===== src/rtl/pwm_pkg.sv =====
// Shared types and defaults for the multi-channel PWM generator.
package pwm_pkg;

  typedef enum logic {
    PWM_EDGE   = 1'b0,
    PWM_CENTER = 1'b1
  } pwm_mode_e;

  localparam int DEF_CH      = 4;
  localparam int DEF_WIDTH   = 8;
  localparam int DEF_PRESC_W = 16;

  localparam logic DIR_UP   = 1'b0;
  localparam logic DIR_DOWN = 1'b1;

endpackage


===== src/rtl/pwm_prescaler.sv =====
// Clock prescaler: one tick every div+1 clocks; the divide value is latched
// only at period boundaries (or continuously while idle).
module pwm_prescaler
  import pwm_pkg::*;
#(
  parameter int PRESC_W = DEF_PRESC_W
) (
  input  logic               clk,
  input  logic               rst_n,
  input  logic               en,
  input  logic [PRESC_W-1:0] div,
  input  logic               boundary_load,
  output logic               tick
);

  logic [PRESC_W-1:0] pre_q, pre_d;
  logic [PRESC_W-1:0] div_q, div_d;

  assign tick = en && (pre_q == div_q);

  always_comb begin
    pre_d = pre_q + 1'b1;
    div_d = div_q;
    if (!en || tick) pre_d = '0;
    if (!en || boundary_load) div_d = div;
  end

  always_ff @(posedge clk or negedge rst_n) begin
    if (!rst_n) begin
      pre_q <= '0;
      div_q <= '0;
    end else begin
      pre_q <= pre_d;
      div_q <= div_d;
    end
  end

endmodule


===== src/rtl/pwm_multi_gen.sv =====
// Multi-channel PWM: shared prescaler and period counter, per-channel
// double-buffered duty compare applied only at period boundaries.
//   dir      | meaning
//   DIR_UP   | counting 0 -> P (edge mode always stays here)
//   DIR_DOWN | center mode, counting P-1 -> 0
module pwm_multi_gen
  import pwm_pkg::*;
#(
  parameter  int CH      = DEF_CH,
  parameter  int WIDTH   = DEF_WIDTH,
  parameter  int PRESC_W = DEF_PRESC_W,
  localparam int CH_W    = (CH > 1) ? $clog2(CH) : 1
) (
  input  logic               clk,
  input  logic               rst_n,
  input  logic               en,
  input  logic               center,
  input  logic [PRESC_W-1:0] presc,
  input  logic [WIDTH-1:0]   period,
  input  logic               duty_wr,
  input  logic [CH_W-1:0]    duty_ch,
  input  logic [WIDTH-1:0]   duty_val,
  output logic [CH-1:0]      pwm_out,
  output logic               period_tick,
  output logic [WIDTH-1:0]   cnt_out
);

  logic             tick;
  logic             boundary;
  logic             load;
  logic [WIDTH-1:0] cnt_q, cnt_d;
  logic [WIDTH-1:0] per_q, per_d;
  logic             dir_q, dir_d;
  pwm_mode_e        mode_q, mode_d;
  logic             ptick_q, ptick_d;

  pwm_prescaler #(.PRESC_W(PRESC_W)) u_presc (
    .clk           (clk),
    .rst_n         (rst_n),
    .en            (en),
    .div           (presc),
    .boundary_load (boundary),
    .tick          (tick)
  );

  always_comb begin
    cnt_d    = cnt_q;
    per_d    = per_q;
    dir_d    = dir_q;
    mode_d   = mode_q;
    boundary = 1'b0;
    if (!en) begin
      cnt_d  = '0;
      dir_d  = DIR_UP;
      per_d  = period;
      mode_d = center ? PWM_CENTER : PWM_EDGE;
    end else if (tick) begin
      if (per_q == '0) begin
        cnt_d    = '0;
        boundary = 1'b1;
      end else if (mode_q == PWM_EDGE) begin
        if (cnt_q == per_q) begin
          cnt_d    = '0;
          boundary = 1'b1;
        end else begin
          cnt_d = cnt_q + 1'b1;
        end
      end else if (dir_q == DIR_UP && cnt_q != per_q) begin
        cnt_d = cnt_q + 1'b1;
      end else begin
        // turning at the top or already descending; reaching 0 closes the period
        cnt_d    = cnt_q - 1'b1;
        dir_d    = DIR_DOWN;
        boundary = (cnt_q == WIDTH'(1));
      end
      if (boundary) begin
        dir_d  = DIR_UP;
        per_d  = period;
        mode_d = center ? PWM_CENTER : PWM_EDGE;
      end
    end
    ptick_d = boundary;
    load    = boundary || !en;
  end

  always_ff @(posedge clk or negedge rst_n) begin
    if (!rst_n) begin
      cnt_q   <= '0;
      per_q   <= '0;
      dir_q   <= DIR_UP;
      mode_q  <= PWM_EDGE;
      ptick_q <= 1'b0;
    end else begin
      cnt_q   <= cnt_d;
      per_q   <= per_d;
      dir_q   <= dir_d;
      mode_q  <= mode_d;
      ptick_q <= ptick_d;
    end
  end

  assign cnt_out     = cnt_q;
  assign period_tick = ptick_q;

  for (genvar i = 0; i < CH; i++) begin : g_ch
    logic [WIDTH-1:0] shadow_q, shadow_d;
    logic [WIDTH-1:0] act_q, act_d;
    logic             pwm_q, pwm_d;

    // active takes the pre-write shadow, so a write on the boundary waits a period
    always_comb begin
      shadow_d = shadow_q;
      if (duty_wr && duty_ch == CH_W'(i)) shadow_d = duty_val;
      act_d = load ? shadow_q : act_q;
      pwm_d = en && (cnt_q < act_q);
    end

    always_ff @(posedge clk or negedge rst_n) begin
      if (!rst_n) begin
        shadow_q <= '0;
        act_q    <= '0;
        pwm_q    <= 1'b0;
      end else begin
        shadow_q <= shadow_d;
        act_q    <= act_d;
        pwm_q    <= pwm_d;
      end
    end

    assign pwm_out[i] = pwm_q;
  end

endmodule


===== config.mk =====
export PLATFORM = sky130hd
export DESIGN_NAME = pwm_multi_gen
export DESIGN_NICKNAME = d
export VERILOG_FILES = /design/src/rtl/pwm_pkg.sv /design/src/rtl/pwm_prescaler.sv /design/src/rtl/pwm_multi_gen.sv
export SDC_FILE = /design/constraint.sdc
export NUM_CORES = 1
export LEC_CHECK = 0
export ABC_AREA = 1
export ABC_CLOCK_PERIOD_IN_PS = 2200
export CORE_UTILIZATION = 55
export CTS_CLUSTER_DIAMETER = 200
export DETAILED_ROUTE_END_ITERATION = 8
export PLACE_DENSITY = 0.76
export REMOVE_ABC_BUFFERS = 1
export SLEW_MARGIN = 15
export SYNTH_ARGS = -nofsm -noshare
export SYNTH_HDL_FRONTEND = slang
export SYNTH_SLANG_ARGS = --single-unit
export TNS_END_PERCENT = 10

===== constraint.sdc =====
create_clock -name clk -period 2.2 [get_ports clk]
set_input_delay 0.22 -clock clk [delete_from_list [all_inputs] [get_ports clk]]
set_output_delay 0.22 -clock clk [all_outputs]
set_load 0.005 [all_outputs]

==> qor.yml, run 1 <==
outcome: "completed"
hold_depth: 3
r2r-start: "cnt_out[7]"
tightest_slew_ns: 0.616
core_mm2: 0.0109
vias: 5140
crit_family: "simple AND/OR/NAND/NOR gates"
io_pins: 52
wl_met1_mm: 6.20
endpoint_kind: "flip-flop"
first_pass_iters: 7
crit_path_max_fanout: 25
fin_nets: 882
synth-edff-count: 0
area_growth_pct: 20.6
synth_flop_cell: "dfrtp_1"
die_w_um: 108
clk_pin_slew_ns: 0.06
fmax_mhz: 497
top_layer_used: "met4"
crit_chain: "inv_1 > nand2_1 > nand2_1 > nand2_1 > nor2_1 > nand2_2 > nand2_4 > nand3_2 > nand3_4 > nand2_2 > buf_4 > nand2_1 > nand2_1"
die_area_mm2: 0.0116
syn_area_mm2: 0.00617
slowest_stage: "dfrtp_1"
worst_setup_path_start_kind: "flip-flop"
rr_endpoint: "u_presc.div_q[11]"
crit_path_frequent_cell: "nand2_1"
drive_gt1_share_pct: 7.52
h-tree-depth: 4
wl_met2_mm: 7.11
antenna_left: 0
hp-class: "in -> reg"
diodes: 0
yosysTopAreaCell: "dfrtp_1"
layout_min_cycle_time_ns: 2.01
cts_tree: "yes"
ys_ff_latch: 119
ys_top_cells_by_area: "dfrtp_1 48%, nand2_1 14%, nand3_1 7.2%"
rows: 38
wl_per_cell_um: 14.7
cts_setup_buffers: 0
min_period_over_period_pct: 91.5
rsz0062_at_grt: "no"
regToRegSetupSlack_ns: 0.19
first_global_vias: 5073
antenna_found_initial: 0
required_ns: 2.61
cts_root_buf: "clkbuf_8"
synth_most_common_cell: "nand2_1"
yosys-top-cells-count: "230 x nand2_1, 119 x dfrtp_1, 89 x nand3_1, 73 x inv_1, 50 x o21ai_0"
dp_hpwl_mm: 9.83
synth_cell_types: 27
clk_latency_ns: 0.52
hp-start: "presc[3]"
grt-ovfl-total: 0
wl_met3_um: 615
cpPeakStageDelay_ns: 0.42
p_leak_nw: 3.84
finalMaxSlewViolations: 0
yosysSeqAreaShare_pct: 48.3
first_iter_violations: 287
path_buf_inv: 2
ys_warn_count: 0
hold_slack_ns: 0.254
cellPowerDensity_mw_per_mm2: 840
r2r_cells: 13
slew_headroom_pct: 58.9
clk_path_buf_depth: 2
setup_viol: 0
cp.arrival_ns: 2.42
drcViolationCount: 0
initial_utilization_pct: 56.6
grt_pass1_wl_mm: 24.0
cts.sinks: 119
criticalPathCategory: "reg -> reg"
wl_mm: 14.2
grtUsageTotal_pct: 27.2
cts_buffers: 17
dpl_cell_area_mm2: 0.00684
die-height_um: 108
grt_start_max_net_pins: 44
fin_skew_ns: 0.00724
routed_via_density: 5.33
drv_cap: 0
fin_area_mm2: 0.00744
syn_inst: 752
portBuffers: 51
hold_path_end: "u_presc.div_q[3]"
finalHoldViolCount: 0
irDropWorstVdd_mv: 0.611
synth.avg_cell_area_um2: 8.20
synth.top_cell.area_share_pct: 48.3
async_flop_share_pct: 100
gp_congestion: 0.882
-- cells in the final DEF, fill, tap and decap left out, types with 6 or more instances in the layout --
cell             instances
nor3_1                   7
o21ai_0                 50
xor2_1                  21
nor2_1                  41
inv_1                   73
clkbuf_16               16
ha_1                    32
xnor2_1                  6
buf_4                   15
clkdlybuf4s50_1         50
nand2_1                230
dfrtp_1                119
a21oi_1                 20
nand3_1                 89
-- registers in the layout (all words and copies together), names as in the netlist --
signal         cells
period_tick        1
g_ch.act_q        32
per_q              8
g_ch.pwm_q         4
mode_q             1
u_presc.div_q     16
u_presc.pre_q     16
g_ch.shadow_q     32
cnt_out            8
dir_q              1
-- through the flow --
stage          TNS (ns)  setup WS, ns  instances  total power (W)  utilization (%)
6_report              0         0.186        964          0.00625             68.3
4_1_cts               0        0.0289        964          0.00628             68.2
3_3_place_gp          0         0.154        931          0.00361             62.8
5_1_grt               0        0.0116        964          0.00660             68.3
2_1_floorplan    -31.17        -0.547        721          0.00326                -
3_5_place_dp          0        0.0724        931          0.00367             62.8
-- how the worst max path moves through the flow --
stage | depth (start not counted) | slack [ns] | from | endpoint
floorplan | 12 | -0.55 | cnt_out[4] | g_ch[0].act_q[0]
global placement | 13 | 0.15 | cnt_out[0] | g_ch[3].act_q[5]
detailed placement | 13 | 0.07 | cnt_out[7] | g_ch[2].act_q[7]
CTS | 13 | 0.03 | cnt_out[7] | g_ch[0].act_q[7]
global route | 13 | 0.01 | cnt_out[5] | u_presc.div_q[12]
finish | 13 | 0.19 | cnt_out[7] | u_presc.div_q[11]
-- kinds of logic (layout without fill, tap and decap cells) --
family,after synthesis,after routing,synth area share (%)
xor+xnor,27,27,3.84
buf+inv,108,180,7.93
flops,119,119,48.3
compound gates,89,89,7.89
simple gates,377,377,25.5
fa+ha+maj,32,32,6.49
-- cell type report --
type / count / area (um^2)
Fill cell: 867 / 3450
Sequential cell: 119 / 2980
Multi-Input combinational cell: 525 / 2710
Timing Repair Buffer: 71 / 714
Clock buffer: 22 / 473
Inverter: 77 / 289
Tap cell: 140 / 175
Clock inverter: 10 / 96.3
-- worst reg2reg max path: stages (launching register included) --
cell     delay, ns
dfrtp_1       0.42
inv_1         0.15
nand2_1       0.07
nand2_1       0.06
nand2_1       0.06
nor2_1        0.12
nand2_2       0.11
nand2_4       0.12
nand3_2       0.11
nand3_4       0.19
nand2_2       0.10
buf_4         0.24
nand2_1       0.10
nand2_1       0.06
-- per-layer routing --
layer / GRT usage, % / vias to the layer above
met1: 33.6 / 2465
met2: 46.0 / 122
met4: 9.39 / 0
met3: 6.84 / 25
li1: - / 2528
met5: 0 / -
-- where the power goes --
group	total (W)	switching [W]	internal, W	leakage (nW)
Sequential	0.00270	0.000202	0.00250	1.53
Clock	0.00260	0.000982	0.00162	0.269
Combinational	0.000948	0.000549	0.000399	2.05
-- what timing repair did --
item                       4_1_cts  5_1_grt
hold buffers                     1        0
resized for setup                0        3
setup endpoints to repair        0       57
hold endpoints to repair        41        0
No activity file was read; power rests on OpenSTA's default activity.
==> run 2: changes to the inputs <==
- RECOVER_POWER: unset -> 25
==> run 2 against run 1 <==
  * Combinational power fell by 0.4%
  * Largest power group unchanged
  * Clock power is essentially flat
  * Sequential power hardly changed
  * Global-route usage unchanged
==> qor.yml, run 2 (synthesis gave the netlist of run 1 again) <==
outcome: "completed"
crit_chain: "inv_1 > nand2_1 > nand2_1 > nand2_1 > nor2_1 > nand2_2 > nand2_4 > nand3_2 > nand3_4 > nand2_2 > buf_4 > nand2_1 > nand2_1"
crit_family: "simple AND/OR/NAND/NOR gates"
power_frac_clock_pct: 41.6
die_area_mm2: 0.0116
cp.arrival_ns: 2.42
worst_setup_path_start_kind: "flip-flop"
final_common_cell: "nand2_1"
clk_path_buf_depth: 2
drv_cap: 0
routed_via_density: 5.34
fillCellCount: 868
p_int_w: 0.00451
antenna_found_initial: 0
crit_path_frequent_cell: "nand2_1"
core_mm2: 0.0109
swShare_pct: 27.7
path_buf_inv: 2
dp_hpwl_mm: 9.83
area_growth_pct: 20.3
cellPowerDensity_mw_per_mm2: 841
p_switching_w: 0.00173
rows: 38
cts_setup_buffers: 0
cts_buffers: 17
grt_start_max_net_pins: 44
h-tree-depth: 4
fin_nets: 882
initial_utilization_pct: 56.6
finalHoldViolCount: 0
fmax_mhz: 497
clk_pin_slew_ns: 0.06
dp_cells: 931
criticalPathCategory: "reg -> reg"
cts.sinks: 119
hold_slack_ns: 0.255
antenna_left: 0
portBuffers: 51
final_cell_mix: "230 x nand2_1, 119 x dfrtp_1, 89 x nand3_1, 73 x inv_1"
reg_top3: "g_ch.act_q: 32 flops, g_ch.shadow_q: 32 flops"
seq_power_share_pct: 43.3
grt-ovfl-total: 0
endpoint_kind: "flip-flop"
slowest_stage: "dfrtp_1"
drive_gt1_share_pct: 7.52
first_pass_iters: 5
hp-class: "in -> reg"
p_leak_nw: 3.84
die_w_um: 108
cts_root_buf: "clkbuf_8"
required_ns: 2.61
total_power_w: 0.00624
slew_headroom_pct: 22.4
wl_mm: 14.2
io_pins: 52
clk_latency_ns: 0.52
gp_congestion: 0.882
cts_tree: "yes"
cpPeakStageDelay_ns: 0.42
wl_per_cell_um: 14.7
first_global_vias: 5073
tightest_slew_ns: 1.16
setup_viol: 0
instances_no_fill: 964
first_iter_violations: 285
crit_path_max_fanout: 25
drcViolationCount: 0
irDropWorstVdd_mv: 0.610
rsz0062_at_grt: "no"
multiInputGateArea_mm2: 0.00271
regArea_mm2: 0.00298
min_period_over_period_pct: 91.4
vias: 5143
diodes: 0
layout_min_cycle_time_ns: 2.01
grtUsageTotal_pct: 27.2
die-height_um: 108
fin_skew_ns: 0.00666
p_comb_share_pct: 15.1
grt_pass1_wl_mm: 24.0
fin_util_pct: 68.1
finalMaxSlewViolations: 0
[run 2: worst register-to-register path, stage by stage (launching register included)]
cell and delay, ns:
dfrtp_1 0.42, inv_1 0.15, nand2_1 0.07, nand2_1 0.06
nand2_1 0.06, nor2_1 0.12, nand2_2 0.11, nand2_4 0.12
nand3_2 0.11, nand3_4 0.18, nand2_2 0.09, buf_4 0.24
nand2_1 0.10, nand2_1 0.06
[run 2: power by group through the flow]
stage          combinational [W]  clock (W)  sequential, W
3_5_place_dp            0.000939          0        0.00273
5_1_grt                  0.00110    0.00275        0.00274
3_3_place_gp            0.000889          0        0.00272
6_report                0.000944    0.00260        0.00270
4_1_cts                 0.000958    0.00263        0.00270
2_1_floorplan           0.000586          0        0.00268
[run 2: final timing paths]
| check | cells after the start | end | slack, ns | from |
|---|---|---|---|---|
| max | 13 | u_presc.div_q[11] | 0.19 | cnt_out[7] |
| min | 3 | u_presc.div_q[3] | 0.26 | presc[3] |
| max reg2reg | 13 | u_presc.div_q[11] | 0.19 | cnt_out[7] |
| min reg2reg | 2 | g_ch[1].act_q[3] | 0.47 | g_ch[1].act_q[3] |
| max in group asynchronous | 3 | g_ch[3].shadow_q[6] | 0.35 | rst_n |
| min in group asynchronous | 2 | u_presc.div_q[13] | 0.48 | rst_n |
[run 2: repair_timing]
item / in CTS / in global routing
hold endpoints to repair: 41 / 0
resized for setup: 0 / 3
setup endpoints to repair: 0 / 57
hold buffers: 1 / 0
[run 2: layer usage]
layer	wire (um)	vias up	GRT usage, %
met2	7110	122	46.0
met1	6220	2468	33.6
met4	252	0	9.39
li1	-	2528	-
met5	0	-	0
met3	606	25	6.84
[run 2: layout make-up]
cell class | count | share of cell area, %
Multi-Input combinational cell | 525 | 36.5
Sequential cell | 119 | 40.1
Clock buffer | 22 | 6.37
Inverter | 77 | 3.90
Tap cell | 140 | 2.36
Timing Repair Buffer | 71 | 9.39
Clock inverter | 10 | 1.30
[run 2: per-stage QoR]
stage          setup WS (ns)  TNS (ns)  instance area, um^2
2_1_floorplan         -0.547    -31.17                 5970
3_3_place_gp           0.154         0                 6840
3_5_place_dp          0.0724         0                 6840
4_1_cts               0.0289         0                 7420
5_1_grt               0.0116         0                 7420
6_report               0.188         0                 7420
==> run 3: changes to the inputs <==
- ABC_AREA: 1 -> unset
- CTS_BUF_LIST: unset -> sky130_fd_sc_hd__clkbuf_4 sky130_fd_sc_hd__clkbuf_8
- SETUP_SLACK_MARGIN: unset -> 0.15
==> run 3 against run 2 <==
  * The run now ends with capacitance limit, slew limit, setup timing left
  * Setup slack worse by 0.56 ns
  * Flip-flop and latch count is the same
  * Combinational power grew 2.1%
  * Sequential power barely moved
  * Global-route usage decreased by 3.1 points
  * Total power fell by 5.9%
  * Clock skew is 0.0025 ns higher
  * Synthesized cell count decreased by 35%
  * Sequential share of layout area down 0.68 points
  * First-iteration DRC count down 49%
  * Critical path depth is 6 lower
  * Clock power is 15% lower
==> qor.yml, run 3 <==
first_pass_iters: 5
dp_hpwl_mm: 8.70
synth_most_common_cell: "dfrtp_1"
worst_slack_ns: -0.374
first_iter_violations: 144
diodes: 0
io_pins: 52
hp-class: "in -> reg"
finalMaxSlewViolations: 120
h-tree-depth: 4
fin_skew_ns: 0.00920
async_flop_share_pct: 100
core_mm2: 0.0105
yosys-top-cells-count: "119 x dfrtp_1, 59 x mux2_2, 39 x inv_1, 32 x ha_1, 30 x mux2_4"
fmax_mhz: 388
rows: 37
synth-edff-count: 0
cts.sinks: 119
antenna_left: 0
vias: 4088
cts_buffers: 17
clk_path_buf_depth: 2
routed_via_density: 5.49
setup_viol: 63
synth.top_cell.area_share_pct: 49.1
gp_congestion: 0.920
area_growth_pct: 24.6
first_global_vias: 4399
final_cell_mix: "119 x dfrtp_1, 50 x clkdlybuf4s50_1, 48 x buf_4, 45 x mux2_4, 44 x mux2_2"
min_period_over_period_pct: 117
die-height_um: 107
syn_area_mm2: 0.00606
syn_inst: 492
die_area_mm2: 0.0114
criticalPathCategory: "reg -> reg"
die_w_um: 107
synth.avg_cell_area_um2: 12.3
ys_ff_latch: 119
total_power_w: 0.00587
cp.arrival_ns: 2.90
endpoint_kind: "flip-flop"
cts_root_buf: "clkbuf_8"
grt-ovfl-total: 0
portBuffers: 51
clk_pin_slew_ns: 0.06
worst_setup_path_start_kind: "flip-flop"
finalHoldViolCount: 0
yosysTopAreaCell: "dfrtp_1"
drive_gt1_share_pct: 29.6
layout_min_cycle_time_ns: 2.57
fin_nets: 668
clk_latency_ns: 0.44
outcome: "finished with violations"
rsz0062_at_grt: "yes"
initial_utilization_pct: 57.7
grt_start_max_net_pins: 120
reg_top3: "g_ch.act_q: 32 flops, g_ch.shadow_q: 32 flops"
p_leak_nw: 3.63
cellPowerDensity_mw_per_mm2: 778
grt_pass1_wl_mm: 20.9
final_common_cell: "dfrtp_1"
wl_per_cell_um: 16.8
failed_checks: "capacitance limit, slew limit, setup timing"
ys_warn_count: 0
slew_headroom_pct: -4.76
irDropWorstVdd_mv: 0.769
synth_cell_types: 47
synth_flop_cell: "dfrtp_1"
cts_tree: "yes"
wl_mm: 12.5
yosysSeqAreaShare_pct: 49.1
setup_tns_ns: -21.06
required_ns: 2.52
grtUsageTotal_pct: 24.1
ys_top_cells_by_area: "dfrtp_1 49%, mux2_2 11%, mux2_4 7.4%"
crit_path_max_fanout: 18
drv_cap: 1
drcViolationCount: 0
tightest_slew_ns: 1.57
antenna_found_initial: 0
run 3: cells by family after synthesis:
logic type / Yosys count / share of synthesized area [%]
AOI/OAI and AO/OA: 54 / 6.11
xor gates and xnor gates: 38 / 5.49
adders and majority gates: 32 / 6.61
buffers and inverters: 57 / 5.02
DFF: 119 / 49.1
muxes: 90 / 18.6
and+or+nand+nor: 102 / 9.07
run 3: repair_timing:
item	4_1_cts	5_1_grt
gates cloned	0	0
buffers inserted	0	1
endpoints found under the hold margin	119	0
resized for setup	11	9
pin swaps	2	2
endpoints found under the setup margin	78	69
hold buffers	1	0
run 3: path summary, 6_finish.rpt:
| kind | end | startpoint | slack, ns | cells after the start |
|---|---|---|---|---|
| max | u_presc.div_q[3] | cnt_out[4] | -0.37 | 7 |
| min | u_presc.div_q[4] | presc[4] | 0.39 | 2 |
| max reg2reg | u_presc.div_q[3] | cnt_out[4] | -0.37 | 7 |
| min reg2reg | g_ch[3].act_q[1] | g_ch[3].shadow_q[1] | 0.50 | 1 |
| max in group asynchronous | cnt_out[7] | rst_n | 0.38 | 3 |
| min in group asynchronous | u_presc.div_q[6] | rst_n | 0.83 | 3 |
run 3: cell type report:
cell class                      count  area (um^2)
Clock inverter                      8          146
Multi-Input combinational cell    316         2870
Inverter                           39          146
Fill cell                         739         2960
Clock buffer                       22          290
Tap cell                          136          170
Sequential cell                   119         2980
Timing Repair Buffer              104          946
run 3: worst max-delay path, stage by stage (launching register included):
cell and delay, ns:
dfrtp_1 0.38, or3_1 0.38, or3_4 0.34, o311a_4 0.33, a311oi_4 0.24, or2b_4 0.26, buf_12 0.18, mux2_2 0.34
run 3: through the flow:
step | utilization, % | cell area [um^2] | hold slack [ns] | cells | worst slack (ns)
after floorplan | - | 5900 | -0.0756 | 474 | -1.04
after global placement | 66.7 | 7010 | 0.357 | 712 | -0.389
after detailed placement | 66.7 | 7010 | 0.366 | 712 | -0.488
after CTS | 71.4 | 7500 | 0.367 | 743 | -0.379
after global routing | 71.8 | 7550 | 0.380 | 744 | -0.423
final | 71.8 | 7550 | 0.390 | 744 | -0.374
run 3: routing by layer:
layer,vias up,share of wire [%],global-route usage [%]
li1,1935,-,-
met1,2013,43,29.1
met2,115,51,40.9
met3,25,4.4,6.14
met4,0,1.7,10.2
met5,-,0,0
run 3: power breakdown:
group          internal, W  switching [W]  leakage [nW]
clock              0.00134       0.000866         0.222
sequential         0.00251       0.000205          1.46
combinational     0.000599       0.000365          1.95
total              0.00444        0.00144          3.63
